<file path="src/rtl/serial_add_ctrl.sv">
// -----------------------------------------------------------------------------
// serial_add_ctrl
//
// Bit-serial adder/subtractor. A single 1-bit full-adder cell is stepped over
// the operand words LSB first, one bit per clock, with the carry held in a
// register between bits. The block offers a start/busy/done handshake.
//
// Ports:
//   clk        - clock, all state changes on the rising edge
//   rst_n      - asynchronous active-low reset
//   start      - operation request, only looked at while idle
//   sub        - 0: a+b, 1: a-b (b inverted, carry-in 1), captured with start
//   a, b       - operands, captured with start
//   busy       - high while an operation is in progress (RUN and DONE)
//   done       - one-cycle pulse when sum/carry_out/overflow become valid
//   sum        - result word, held until the next operation completes
//   carry_out  - raw carry out of the MSB cell (1 in sub mode = no borrow)
//   overflow   - signed overflow: carry into MSB xor carry out of MSB
// -----------------------------------------------------------------------------
module serial_add_ctrl #(
   parameter int WIDTH = 16,
   parameter int CNT_W = 5
) (
   input  logic             clk,
   input  logic             rst_n,
   input  logic             start,
   input  logic             sub,
   input  logic [WIDTH-1:0] a,
   input  logic [WIDTH-1:0] b,
   output logic             busy,
   output logic             done,
   output logic [WIDTH-1:0] sum,
   output logic             carry_out,
   output logic             overflow
);

   typedef enum logic [1:0] {
      ST_IDLE = 2'd0,
      ST_RUN  = 2'd1,
      ST_DONE = 2'd2
   } state_t;

   state_t state_reg, state_next;

   logic [WIDTH-1:0] a_sh_reg;
   logic [WIDTH-1:0] b_sh_reg;
   logic [WIDTH-1:0] res_sh_reg;
   logic [CNT_W-1:0] cnt_reg;
   logic             carry_reg;
   logic             cin_msb_reg;
   logic [WIDTH-1:0] sum_reg;
   logic             carry_out_reg;
   logic             overflow_reg;
   logic             done_reg;

   logic cell_sum;
   logic cell_carry;
   logic last_bit;

   // The one and only adder cell, fed from the bottom of the shift registers.
   assign cell_sum   = a_sh_reg[0] ^ b_sh_reg[0] ^ carry_reg;
   assign cell_carry = (a_sh_reg[0] & b_sh_reg[0]) |
                       (carry_reg & (a_sh_reg[0] ^ b_sh_reg[0]));

   assign last_bit = (cnt_reg == CNT_W'(WIDTH - 1));

   // ---------------------------------------------------------------- FSM state
   always_ff @(posedge clk or negedge rst_n) begin
      if (!rst_n) begin
         state_reg <= ST_IDLE;
      end else begin
         state_reg <= state_next;
      end
   end

   // Unused encodings fall back to IDLE so the FSM can never lock up.
   always_comb begin
      state_next = state_reg;
      case (state_reg)
         ST_IDLE: if (start)    state_next = ST_RUN;
         ST_RUN:  if (last_bit) state_next = ST_DONE;
         ST_DONE: state_next = ST_IDLE;
         default: state_next = ST_IDLE;
      endcase
   end

   // ---------------------------------------------------------------- datapath
   always_ff @(posedge clk or negedge rst_n) begin
      if (!rst_n) begin
         a_sh_reg      <= '0;
         b_sh_reg      <= '0;
         res_sh_reg    <= '0;
         cnt_reg       <= '0;
         carry_reg     <= 1'b0;
         cin_msb_reg   <= 1'b0;
         sum_reg       <= '0;
         carry_out_reg <= 1'b0;
         overflow_reg  <= 1'b0;
         done_reg      <= 1'b0;
      end else begin
         done_reg <= 1'b0;
         case (state_reg)
            ST_IDLE: begin
               if (start) begin
                  a_sh_reg   <= a;
                  // Subtraction is a + ~b + 1: invert b now, seed carry with 1.
                  b_sh_reg   <= sub ? ~b : b;
                  carry_reg  <= sub;
                  cnt_reg    <= '0;
                  res_sh_reg <= '0;
               end
            end
            ST_RUN: begin
               a_sh_reg   <= {1'b0, a_sh_reg[WIDTH-1:1]};
               b_sh_reg   <= {1'b0, b_sh_reg[WIDTH-1:1]};
               // Result fills from the top, so after WIDTH shifts bit 0 is
               // the first sum bit computed.
               res_sh_reg <= {cell_sum, res_sh_reg[WIDTH-1:1]};
               carry_reg  <= cell_carry;
               cnt_reg    <= cnt_reg + CNT_W'(1);
               // On the MSB step the carry register is the carry into the MSB.
               if (last_bit) begin
                  cin_msb_reg <= carry_reg;
               end
            end
            ST_DONE: begin
               // carry_reg now holds the carry out of the MSB cell.
               sum_reg       <= res_sh_reg;
               carry_out_reg <= carry_reg;
               overflow_reg  <= cin_msb_reg ^ carry_reg;
               done_reg      <= 1'b1;
            end
            default: ;
         endcase
      end
   end

   assign busy      = (state_reg != ST_IDLE);
   assign done      = done_reg;
   assign sum       = sum_reg;
   assign carry_out = carry_out_reg;
   assign overflow  = overflow_reg;

endmodule

</file>
<file path="config.mk">
export PLATFORM = sky130hd
export DESIGN_NAME = serial_add_ctrl
export DESIGN_NICKNAME = d
export VERILOG_FILES = /design/src/rtl/serial_add_ctrl.sv
export SDC_FILE = /design/constraint.sdc
export NUM_CORES = 1
export LEC_CHECK = 0
export CORE_ASPECT_RATIO = 0.75
export CORE_UTILIZATION = 53
export CTS_CLUSTER_SIZE = 12
export DETAILED_ROUTE_END_ITERATION = 16
export PLACE_DENSITY_LB_ADDON = 0.05
export SETUP_SLACK_MARGIN = 0.02
export SLEW_MARGIN = 20
export SYNTH_ARGS = -nofsm -noshare
export SYNTH_HDL_FRONTEND = slang
export SYNTH_SLANG_ARGS = --single-unit
export TNS_END_PERCENT = 50
</file>
<file path="constraint.sdc">
create_clock -name clk -period 2.1 [get_ports clk]
set_input_delay 0.315 -clock clk [delete_from_list [all_inputs] [get_ports clk]]
set_output_delay 0.315 -clock clk [all_outputs]
set_load 0.05 [all_outputs]
</file>
==> results of run 1 <==
==> cell families after synthesis <==
group / Yosys count / share of synthesized area
AOI/OAI and AO/OA: 104 / 0.2129
DFF: 76 / 0.5521
and+or+nand+nor: 47 / 0.07229
buffers and inverters: 39 / 0.05086
xor gates and xnor gates: 17 / 0.04322
muxes: 17 / 0.05557
adders and majority gates: 3 / 0.01308
==> worst register-to-register path, stage by stage, from the launching register on <==
cell and delay (ps):
dfrtp_1 640, or3b_1 530, o32ai_1 190, a221o_1 280
==> what timing repair did <==
action,in CTS,in global routing
hold buffers,1,0
endpoints found under the hold margin,31,0
buffers inserted,0,0
==> cell usage in the layout, fill, tap and decap left out, types with 2 or more instances in the layout <==
master | synthesis | layout
a221o_1 | 8 | 8
o221ai_1 | 4 | 4
dfrtp_1 | 76 | 76
inv_1 | 13 | 13
nand2b_1 | 2 | 2
a21oi_1 | 18 | 18
clkbuf_8 | 0 | 10
ha_1 | 2 | 2
nor2_1 | 2 | 2
buf_4 | 1 | 18
xnor2_1 | 16 | 16
inv_6 | 0 | 3
o22ai_1 | 2 | 2
mux2_2 | 17 | 17
a22o_1 | 16 | 16
o32ai_1 | 8 | 8
clkdlybuf4s50_1 | 0 | 53
a22oi_1 | 17 | 17
nor2b_1 | 18 | 17
nand2_1 | 18 | 18
o211ai_1 | 3 | 3
a2bb2oi_1 | 2 | 2
o21ai_0 | 23 | 23
==> stage by stage <==
| step | utilization | setup WS (ps) | cell area [µm²] | hold WS (ps) |
|---|---|---|---|---|
| after floorplan | - | 617.2 | 3445 | 19.41 |
| after global placement | 0.6539 | 313.5 | 4111 | 288.4 |
| after detailed placement | 0.6539 | 259.1 | 4111 | 289.3 |
| final | 0.6886 | 156.6 | 4329 | 450.1 |
| after CTS | 0.6886 | 165.7 | 4329 | 454.5 |
| after global routing | 0.6886 | 95.39 | 4329 | 486.5 |
==> path summary, 6_finish.rpt <==
kind / start / to / depth (start not counted)
setup / recovery: state_reg[1] / busy / 3
hold / removal: rst_n / cin_msb_reg / 2
min in group clk: cnt_reg[3] / cnt_reg[3] / 1
hold reg to reg: cnt_reg[3] / cnt_reg[3] / 1
setup reg to reg: state_reg[1] / b_sh_reg[13] / 3
max in group asynchronous: rst_n / sum[0] / 3
==> power by group through the flow <==
| stage | Combinational [mW] | Sequential (mW) | Clock, mW |
|---|---|---|---|
| after floorplan | 1.26 | 2.58 | 0 |
| after global placement | 2.09 | 2.37 | 0 |
| after detailed placement | 2.15 | 2.39 | 0 |
| after CTS | 2.16 | 2.37 | 1.19 |
| after global routing | 2.36 | 2.44 | 1.25 |
| final | 2.14 | 2.37 | 1.16 |
==> cell type report <==
type                            instances  area share
Multi-Input combinational cell        188      0.3173
Clock inverter                          6     0.01618
Sequential cell                        76      0.4393
Inverter                               13     0.01127
Timing Repair Buffer                   73      0.1607
Tap cell                               81     0.02341
Clock buffer                           10     0.03179
==> metal layers <==
layer  GRT usage  up-vias
met1      0.3359     1187
met4     0.07744        0
li1            -     1220
met2      0.3143       63
met3     0.07006        6
met5           0        -
==> flow_summary.toml, run 1 <==
[critical_path]
crit_path_end_kind = "output port"
critical_path.max_stage_delay_ps = 560
cp.arrival_ps = 1630
critPathKind = "reg2out"
worstPathCellList = "buf_4, or2_2, buf_12"
cp_max_fo = 13
cp_top_family = "flip-flops"
path_buf_inv = 2
cp_slowest_cell = "dfrtp_1"
cp.required_ps = 1780
worstSetupStartpointType = "register"
rrSetupSlack_ps = 350

[sta]
maxSlewHeadroom = 0.6460
tns_ps = 0
min_period_ps = 1943
setup_viol = 0
rsz0062_at_grt = "false"
hold_viol = 0
tightest_slew_ps = 531.0
skew_ps = 5.912
finalCritPeriodShare = 0.9254
fmax_mhz = 514.6
final_max_slew_viol_count = 0

[power_and_ir_drop]
peakVddDrop_v = 0.0006739
pwr-share-comb = 0.377
p_int_mw = 3.537
p_seq_frac = 0.418
p_total_mw = 5.674
switching_share = 0.3766
clkPwrFrac = 0.204
switchingPower_mw = 2.137
power.density_nw_per_um2 = 1311
p_leak_nw = 1.900

[clock_tree]
clock_sinks = 76
cts_root_buffer = "clkbuf_8"
clkLatencyLatePin_ps = 350
cts_tree = "built"
cts_buffer_depth = 2
cts_buffers = 9
clk_pin_slew_ps = 80
cts_resized = 0
cts_max_level = 3

[global_routing]
grt_max_degree = 35
antenna_found_initial = 0
gr-usage-all-layers = 0.2266
grt_pass1_vias = 2309
grt_pass1_wl_mm = 11.65
gr-total-overflow = 0

[hold_path]
hold_class = "in2async"

[logic_synthesis]
synth-main-ff-cell = "dfrtp_1"
synth.most_common_cell = "dfrtp_1"
synth_top_area_frac = 0.5521
avgSynthCellArea_um2 = 11.37
yosys_register_bits = 76
async_flop_share = 1.000
ys_seq_area_frac = 0.5521
synth_common_cells = "dfrtp_1, o21ai_0, a21oi_1, nand2_1, nor2b_1"
synth_area_um2 = 3445
syn_nets = 342
synth_edf_count = 0
synth_cell_types = 35
yosysTopAreaCell = "dfrtp_1"
netlist_instances = 303
yosysWarnings = 0
yosys-top-cells-area = "dfrtp_1, mux2_2, a22o_1"

[cells_and_area]
final-instance-count-excl-fill = 447
syn_to_final_growth_pct = 25.68
drive_above_1_share = 0.1503
regArea_um2 = 1902
nets = 400
multiInputGateArea_um2 = 1374
final.fill_count = 509
antennaDiodeCount = 0

[drt]
met1_length_mm = 3.510
vias = 2476
met3_length_um = 384
routedWlPerCell_um = 15.57
wl_mm = 6.960
vias_per_cell = 5.539
met2_length_mm = 2.988
drt_iter0_markers = 175
dr.pass1.iters = 4
ant_nets = 0
drc = 0
highest_layer = "met4"

[placed_design]
io_buffers = 55
dp_cells = 430
post-dp-hpwl_mm = 4.655
place_congestion = 0.7784

[floorplanning]
core-area_um2 = 6287
start_util = 0.5479
die_area_um2 = 6829
dieWidth_um = 95.09
fp-row-count = 25
io_pins = 56
die_y_um = 71.82

[job]
cap_violations = 0

[status]
status = "complete, no violations"
No activity file was read; power rests on OpenSTA's default activity.
==> run 2, diff against run 1 <==
--- a/config.mk
+++ b/config.mk
@@ -9,6 +9,7 @@
 export CORE_UTILIZATION = 53
 export CTS_CLUSTER_SIZE = 12
 export DETAILED_ROUTE_END_ITERATION = 16
+export GPL_TIMING_DRIVEN = 0
 export PLACE_DENSITY_LB_ADDON = 0.05
 export SETUP_SLACK_MARGIN = 0.02
 export SLEW_MARGIN = 20
==> flow_summary.toml, run 2 (same netlist as run 1, synthesis figures left out) <==
[clock_tree]
clock_sinks = 76
clkLatencyLatePin_ps = 350
cts_buffer_depth = 2
clk_pin_slew_ps = 80
cts_tree = "built"
cts_max_level = 3
cts_root_buffer = "clkbuf_8"
cts_buffers = 9
post_cts_buffers = 0

[critical_path]
critPathKind = "reg2out"
cp_slowest_cell = "dfrtp_1"
worstSetupStartpointType = "register"
path_buf_inv = 2
cp_top_family = "buffers and inverters"
cp.required_ps = 1780
worstPathCellList = "clkbuf_1, or2_2, clkdlybuf4s15_2"
crit_path_end_kind = "output port"
cp.arrival_ps = 1660
cp_max_fo = 10
critical_path.max_stage_delay_ps = 410

[sta]
rsz0062_at_grt = "false"
skew_ps = 8.047
hold_viol = 0
min_period_ps = 1980
final_max_slew_viol_count = 0
fmax_mhz = 505.1
tns_ps = 0
setup_viol = 0
tightest_slew_ps = 569.9
maxSlewHeadroom = 0.6201
finalCritPeriodShare = 0.9427

[cells_and_area]
drive_above_1_share = 0.1417
fin_util = 0.6929
nets = 408
final_cell_mix = "dfrtp_1, clkdlybuf4s50_1, o21ai_0"
final_common_cell = "dfrtp_1"
syn_to_final_growth_pct = 26.48
antennaDiodeCount = 0

[status]
status = "complete, no violations"

[floorplanning]
start_util = 0.5479
core-area_um2 = 6287
die_y_um = 71.82
io_pins = 56
dieWidth_um = 95.09
die_area_um2 = 6829
fp-row-count = 25

[placed_design]
io_buffers = 54
place_congestion = 0.7733
post-dp-hpwl_mm = 5.051

[drt]
vias_per_cell = 5.620
wl_mm = 7.399
dr.pass1.iters = 4
drt_iter0_markers = 177
ant_nets = 0
vias = 2557
routedWlPerCell_um = 16.26
drc = 0

[power_and_ir_drop]
p_leak_nw = 1.900
peakVddDrop_v = 0.0007166
power.density_nw_per_um2 = 1358

[global_routing]
grt_pass1_vias = 2497
gr-usage-all-layers = 0.2434
gr-total-overflow = 0
grt_max_degree = 43
grt_pass1_wl_mm = 12.40
antenna_found_initial = 0

[job]
cap_violations = 0

[hold_path]
hold_class = "in2async"
[run 2: changes by cell type in the layout (fill, tap and decap cells not counted)]
cell and change:
clkdlybuf4s15_2 +1, clkbuf_1 +9, buf_2 +14, o21bai_1 +1
o21bai_2 -1, nor2b_2 -1, clkbuf_8 -1, nor2b_1 +1
clkdlybuf4s50_1 -1, buf_6 +1, clkinv_4 -1, buf_4 -16
bufinv_16 +2
[run 2: metal layers]
layer / part of all wire / track usage / up-vias
met5: 0 / 0 / -
met4: 0.014 / 0.07239 / 0
met1: 0.50 / 0.3601 / 1245
met3: 0.054 / 0.06688 / 10
met2: 0.43 / 0.3500 / 78
li1: - / - / 1224
[run 2: final timing paths]
check                      cells after the start  slack, ps          from        endpoint
max                                            3        120  state_reg[0]            busy
min                                            2        450         rst_n    a_sh_reg[12]
max reg2reg                                    5        480  state_reg[1]  res_sh_reg[15]
min reg2reg                                    2        490      overflow        overflow
max in group asynchronous                      3       1080         rst_n          sum[7]
min in group clk                               2        490      overflow        overflow
[run 2: where the power goes]
| group | leakage (nW) | switching, mW | internal, mW |
|---|---|---|---|
| sequential | 1.01 | 0.378 | 1.98 |
| clock | 0.125 | 0.569 | 0.800 |
| combinational | 0.763 | 1.25 | 0.936 |
| total | 1.90 | 2.20 | 3.72 |
[run 2: repair_timing]
item | in CTS | in global routing
resized for setup | 3 | 0
endpoints found under the hold margin | 34 | 0
hold buffers | 1 | 0
endpoints found under the setup margin | 1 | 0
[run 2: through the flow]
stage / setup slack [ps] / instances / hold WS [ps] / power [mW] / cell area (µm²)
detailed placement: -229.6 / 439 / 296.8 / 4.571 / 4104
CTS: 111.8 / 455 / 459.1 / 5.948 / 4357
finish: 120.3 / 455 / 450.1 / 5.917 / 4357
global route: 29.79 / 455 / 493.6 / 6.289 / 4357
floorplan: 617.2 / 303 / 19.41 / 3.841 / 3445
global placement: -1925 / 438 / 462.3 / 4.482 / 4086
[run 2: layout make-up]
class                           count  area (µm²)
Clock buffer                        9       123.9
Timing Repair Buffer               56       569.3
Clock inverter                      7       121.4
Sequential cell                    76        1902
Buffer                             25       122.6
Inverter                           13       48.80
Multi-Input combinational cell    188        1368
Fill cell                         487        1931
Tap cell                           81       101.3
[run 2: worst reg2reg max path, cell delays in order, from the launching register on]
cell and delay (ps):
dfrtp_1 400, buf_2 350, o21bai_1 300, buf_2 320, nand2_1 90, o21ai_0 80
==> RTL change 1, RTL diff (flow settings as in run 2) <==
Register the output `sum` once more, cleared by the reset; this adds one clock of latency there. The other outputs are not delayed to match. Comments in the files are not updated.
--- a/src/rtl/serial_add_ctrl.sv
+++ b/src/rtl/serial_add_ctrl.sv
@@ -137,7 +137,13 @@
 
    assign busy      = (state_reg != ST_IDLE);
    assign done      = done_reg;
-   assign sum       = sum_reg;
+   always_ff @(posedge clk or negedge rst_n) begin
+      if (!rst_n) begin
+         sum <= '0;
+      end else begin
+         sum <= sum_reg;
+      end
+   end
    assign carry_out = carry_out_reg;
    assign overflow  = overflow_reg;
 
Behaviour: no difference found for any inputs over 10 cycles, from zero or initial values and one cycle with rst_n low; that may be too few to reach the edited logic, so the function may still have changed.
==> RTL change 1 against run 2 <==
Area after synthesis increased by 10%; cell count is 8.6% higher; sequential share of layout area is 5.6 points higher; sequential cell count increased by 16; setup slack better by 48 ps; design area rose by 7.4%; wire length decreased by 4.6%; worst hold slack got worse by 87 ps; critical path depth up 1; global-route usage fell by 3.7 points; largest cell class unchanged; power grew 9.4%; critical path type unchanged.
==> RTL change 1: results <==
metrics = {
    "outcome": {
        "outcome": "complete, no violations",
    },
    "global_routing": {
        "grt_pass1_vias": 2368,
        "grt_max_degree": 66,
        "antenna_found_initial": 0,
        "grt_usage_pct": 20.6,
        "grt_pass1_wl_mm": 11.7,
    },
    "synth": {
        "synthesis.nets": 364,
        "ys_types": 35,
        "yosys_warnings": 0,
        "synthTopCellsByArea": "dfrtp_1 (61%), mux2_2 (5.0%), o21ai_0 (4.4%), a22o_1 (3.7%), and3b_1 (3.5%)",
        "syn_inst": 325,
        "yosysSeqAreaShare_pct": 60.6,
        "synth_common_cells": "dfrtp_1 (92), o21ai_0 (33), nand2_1 (32)",
        "postSynth.asyncResetShare_pct": 100,
    },
    "final_layout": {
        "diodes": 0,
        "instances_no_fill": 494,
        "fillers": 564,
        "drive_gt1_share_pct": 14.6,
        "largest_reg_flops": 32,
        "nets": 430,
    },
    "clock_network": {
        "cts_buffer_depth": 2,
        "clkTransAtPathRegs_ps": 100,
        "clkLatencyLatePin_ps": 360,
        "post_cts.repair.setup_buffers": 0,
        "ctsRootBufferMaster": "clkbuf_8",
        "cts_inserted_buffers": 9,
        "htree_levels": 3,
    },
    "route": {
        "drtIter0Drc": 122,
        "dr.pass1.iters": 4,
        "wl_per_cell_um": 14.3,
        "viasPerCell": 5.28,
    },
    "sta": {
        "timing.slew.headroom_pct": 66.2,
        "final.setup_skew_ps": 7.87,
    },
    "critical_path": {
        "crit_family": "buffers and inverters",
        "slowest_delay_ps": 360,
        "cp.arrival_ps": 1620,
        "slowest_stage": "dfrtp_1",
        "crit_fanout": 19,
    },
    "placement": {
        "io_buffers": 54,
        "placed_cell_area_um2": 4490,
        "dpl.cell_count": 478,
        "gp_congestion": 0.756,
        "hpwl_mm": 4.84,
    },
    "pwr": {
        "leakage_uw": 0.00223,
        "irDropWorstVdd_mv": 0.510,
    },
    "worst_hold_path": {
        "hp-class": "in2reg",
    },
}
[RTL change 1: cell types whose count changed in the layout (fill, tap and decap cells not counted), moves of 12 or more]
cell	change
xnor2_1	-12
nor2_1	+13
dfrtp_1	+16
and3b_1	+14
xor2_1	+12
nand2_1	+14
a22oi_1	-17
nor2b_1	-15
[RTL change 1: worst paths after layout]
path	to	slack (ps)	start	cells after the start
worst max-delay path	busy	170	state_reg[0]$_DFFE_PN0P_	4
worst min-delay path	b_sh_reg[2]$_DFFE_PN0P_	360	sub	4
worst max register to register	cin_msb_reg$_DFFE_PN0P_	480	cnt_reg[0]$_DFFE_PN0P_	5
worst min register to register	sum[5]$_DFF_PN0_	370	sum_reg[5]$_DFFE_PN0P_	0
max in group asynchronous	a_sh_reg[7]$_DFFE_PN0P_	1140	rst_n	3
min in group asynchronous	sum[6]$_DFF_PN0_	370	rst_n	2
[RTL change 1: final cells by class]
class / instances / share of cell area (%)
Buffer: 24 / 2.86
Clock inverter: 7 / 1.34
Inverter: 6 / 0.482
Tap cell: 98 / 2.62
Sequential cell: 92 / 49.2
Timing Repair Buffer: 56 / 12.3
Clock buffer: 9 / 2.65
Multi-Input combinational cell: 202 / 28.5
[RTL change 1: where the power goes]
| group | total [µW] | leakage, µW | switching [µW] | internal [µW] |
|---|---|---|---|---|
| sequential | 2820 | 0.00121 | 375 | 2440 |
| clock | 1130 | 0.0000984 | 669 | 459 |
| combinational | 2530 | 0.000917 | 1460 | 1070 |
[RTL change 1: cell families after synthesis]
kind of cell	count (synthesis)	share of synthesized area [%]
AOI/OAI and AO/OA	91	14.6
xor gates and xnor gates	17	3.92
adders and majority gates	3	1.19
buffers and inverters	31	4.25
DFF	92	60.6
muxes	17	5.04
and+or+nand+nor	74	10.3
[RTL change 1: what timing repair did]
action,CTS,global route
gates resized for setup,5,1
endpoints found under the setup margin,1,1
hold endpoints to repair,27,0
hold buffers,1,0
[RTL change 1: layer usage]
| metal | share of wire [%] | wire (µm) | vias up | track usage, % |
|---|---|---|---|---|
| met3 | 4.5 | 316 | 10 | 5.69 |
| met1 | 50 | 3550 | 1263 | 30.5 |
| met5 | 0 | 0 | - | 0 |
| met4 | 1.2 | 82 | 0 | 7.03 |
| met2 | 44 | 3110 | 70 | 29.7 |
| li1 | - | - | 1266 | - |
[RTL change 1: tightest hold or removal path, delay by kind of cell]
| family | cells | cell delay, ps |
|---|---|---|
| AOI/OAI and AO/OA | 1 | 70 |
| and+or+nand+nor | 1 | 80 |
| buffers and inverters | 1 | 150 |
| xor gates and xnor gates | 1 | 80 |
[RTL change 1: stage by stage]
stage | worst slack [ps] | util, %
5_1_grt | 88.6 | 68.1
2_1_floorplan | 599 | -
3_3_place_gp | -2580 | 65.0
6_report | 168 | 68.1
3_5_place_dp | -62.3 | 65.4
4_1_cts | 21.6 | 68.2
==> RTL change 2, RTL diff (config.mk and constraints of run 2) <==
Without the edit above. Change the parameter `CNT_W` from 5 to 10.
--- a/src/rtl/serial_add_ctrl.sv
+++ b/src/rtl/serial_add_ctrl.sv
@@ -19,7 +19,7 @@
 // -----------------------------------------------------------------------------
 module serial_add_ctrl #(
    parameter int WIDTH = 16,
-   parameter int CNT_W = 5
+   parameter int CNT_W = 10
 ) (
    input  logic             clk,
    input  logic             rst_n,
Formal check against the unedited RTL: no difference found for any inputs over 10 cycles, from zero or initial values and one cycle with rst_n low; that may be too few to reach the edited logic, so the function may still have changed.
==> RTL change 2 against run 2 <==
Sequential cell count is 5 higher; power is 22% lower; wire length is 3.4% higher; largest cell class unchanged; count of clock-buffer cells in the layout is 1 higher; setup slack better by 33 ps; area after synthesis is 8.8% higher; design area is 5.6% higher.
==> RTL change 2: results <==
metrics = {
    "outcome": {
        "outcome": "complete, no violations",
    },
    "placement": {
        "gp_congestion": 0.734,
        "hpwl_mm": 5.35,
        "place_ws_ps": -119,
    },
    "critical_path": {
        "r2r-end": "cin_msb_reg$_DFFE_PN0P_",
        "crit_fanout": 10,
        "rr_worst_depth": 3,
        "regToRegSetupSlack_ps": 500,
        "crit_path_start": "state_reg[0]$_DFFE_PN0P_",
        "r2r-start": "cnt_reg[6]$_DFFE_PN0P_",
        "cp.arrival_ps": 1630,
    },
    "synth": {
        "ys_types": 38,
        "yosys_warnings": 0,
        "postSynth.asyncResetShare_pct": 100,
        "synthTopCellsByArea": "dfrtp_1 (54%), nor2b_1 (5.3%), mux2_2 (5.1%), a22o_1 (4.4%), a21oi_1 (3.7%)",
        "yosysSeqAreaShare_pct": 54.1,
        "synthesis.nets": 365,
        "synth_common_cells": "dfrtp_1 (81), nor2b_1 (32), a21oi_1 (28)",
    },
    "route": {
        "dr_wl_met2_mm": 3.38,
        "routed.top_layer": "met4",
        "dr.pass1.iters": 4,
        "drtIter0Drc": 125,
        "wl_met3_um": 281,
        "drt_wl_total_mm": 7.65,
        "viasPerCell": 5.64,
        "met1Wirelength_mm": 3.91,
    },
    "global_routing": {
        "grt_max_degree": 47,
        "antenna_found_initial": 0,
        "grt_pass1_vias": 2604,
        "grt_pass1_wl_mm": 12.8,
        "grt_usage_pct": 22.6,
    },
    "clock_network": {
        "clkLatencyLatePin_ps": 350,
        "post_cts.repair.setup_buffers": 0,
        "ctsRootBufferMaster": "clkbuf_8",
    },
    "pwr": {
        "irDropWorstVdd_mv": 0.529,
        "internal_power_uw": 3100,
        "leakage_uw": 0.00200,
    },
    "sta": {
        "final.setup_skew_ps": 5.80,
        "worst_pin_slew_ps": 496,
        "hold_slack_ps": 460,
    },
    "worst_hold_path": {
        "hp-class": "in2async",
    },
    "final_layout": {
        "drive_gt1_share_pct": 14.6,
        "diodes": 0,
        "nets": 431,
    },
}
==> RTL change 2: cell count changes after synthesis, moves of 3 or more <==
| cell | before | now |
|---|---|---|
| a21oi_1 | 18 | 28 |
| a221o_1 | 8 | 0 |
| a22o_1 | 16 | 19 |
| buf_4 | 1 | 5 |
| dfrtp_1 | 76 | 81 |
| inv_1 | 13 | 8 |
| mux2i_1 | 0 | 3 |
| nand2_1 | 18 | 7 |
| nor2b_1 | 18 | 32 |
| o22a_1 | 0 | 14 |
| o32ai_1 | 8 | 0 |
==> RTL change 2: how the worst max path moves through the flow <==
stage	end	slack, ps
after floorplan	busy	660
after global placement	sum[3]$_DFFE_PN0P_	-2180
after detailed placement	busy	-120
after CTS	busy	120
after global routing	busy	70
final	busy	150
==> RTL change 2: power groups by stage <==
stage / clock [µW] / combinational, µW / sequential, µW
global placement: 0 / 1200 / 2330
global route: 1130 / 1390 / 2380
finish: 1040 / 1240 / 2320
detailed placement: 0 / 1240 / 2350
floorplan: 0 / 922 / 2270
CTS: 1060 / 1250 / 2320
==> RTL change 2: final cells by class <==
| cell class | instances | area, µm² |
|---|---|---|
| Timing Repair Buffer | 56 | 571 |
| Buffer | 25 | 135 |
| Sequential cell | 81 | 2030 |
| Clock buffer | 10 | 138 |
| Tap cell | 84 | 105 |
| Inverter | 8 | 30.0 |
| Multi-Input combinational cell | 212 | 1550 |
| Clock inverter | 6 | 43.8 |
| Fill cell | 558 | 2230 |
==> RTL change 2: metrics by stage <==
step	area (µm²)	std cells	setup TNS [ps]
after floorplan	3750	327	0
after global placement	4390	465	-176280
after detailed placement	4420	466	-119
after CTS	4600	482	0
after global routing	4600	482	0
final	4600	482	0
==> RTL change 2: kinds of logic (layout without fill, tap and decap cells) <==
kind of cell | Yosys count | in the layout | share of synthesized area (%)
mux | 20 | 20 | 5.91
flops | 81 | 81 | 54.1
buf+inv | 34 | 105 | 4.51
xor+xnor | 17 | 17 | 3.97
simple gates | 57 | 57 | 9.51
fa+ha+maj | 2 | 2 | 0.868
compound gates | 116 | 116 | 21.2
==> RTL change 2: layer usage <==
metal	global-route usage [%]	vias up
met5	0	-
met4	5.88	0
met3	5.29	8
met2	34.3	58
met1	33.2	1335
li1	-	1319
==> RTL change 2: critical path, cell delays in order (launching register included) <==
cell and delay, ps:
dfrtp_1 360, buf_4 170, clkbuf_1 200, or2_2 340, buf_2 210
==> RTL change 2: timing repair <==
item                                   4_1_cts  5_1_grt
endpoints found under the hold margin       35        0
hold buffers                                 1        0
gates resized for setup                      5        0
setup endpoints to repair                    1        0
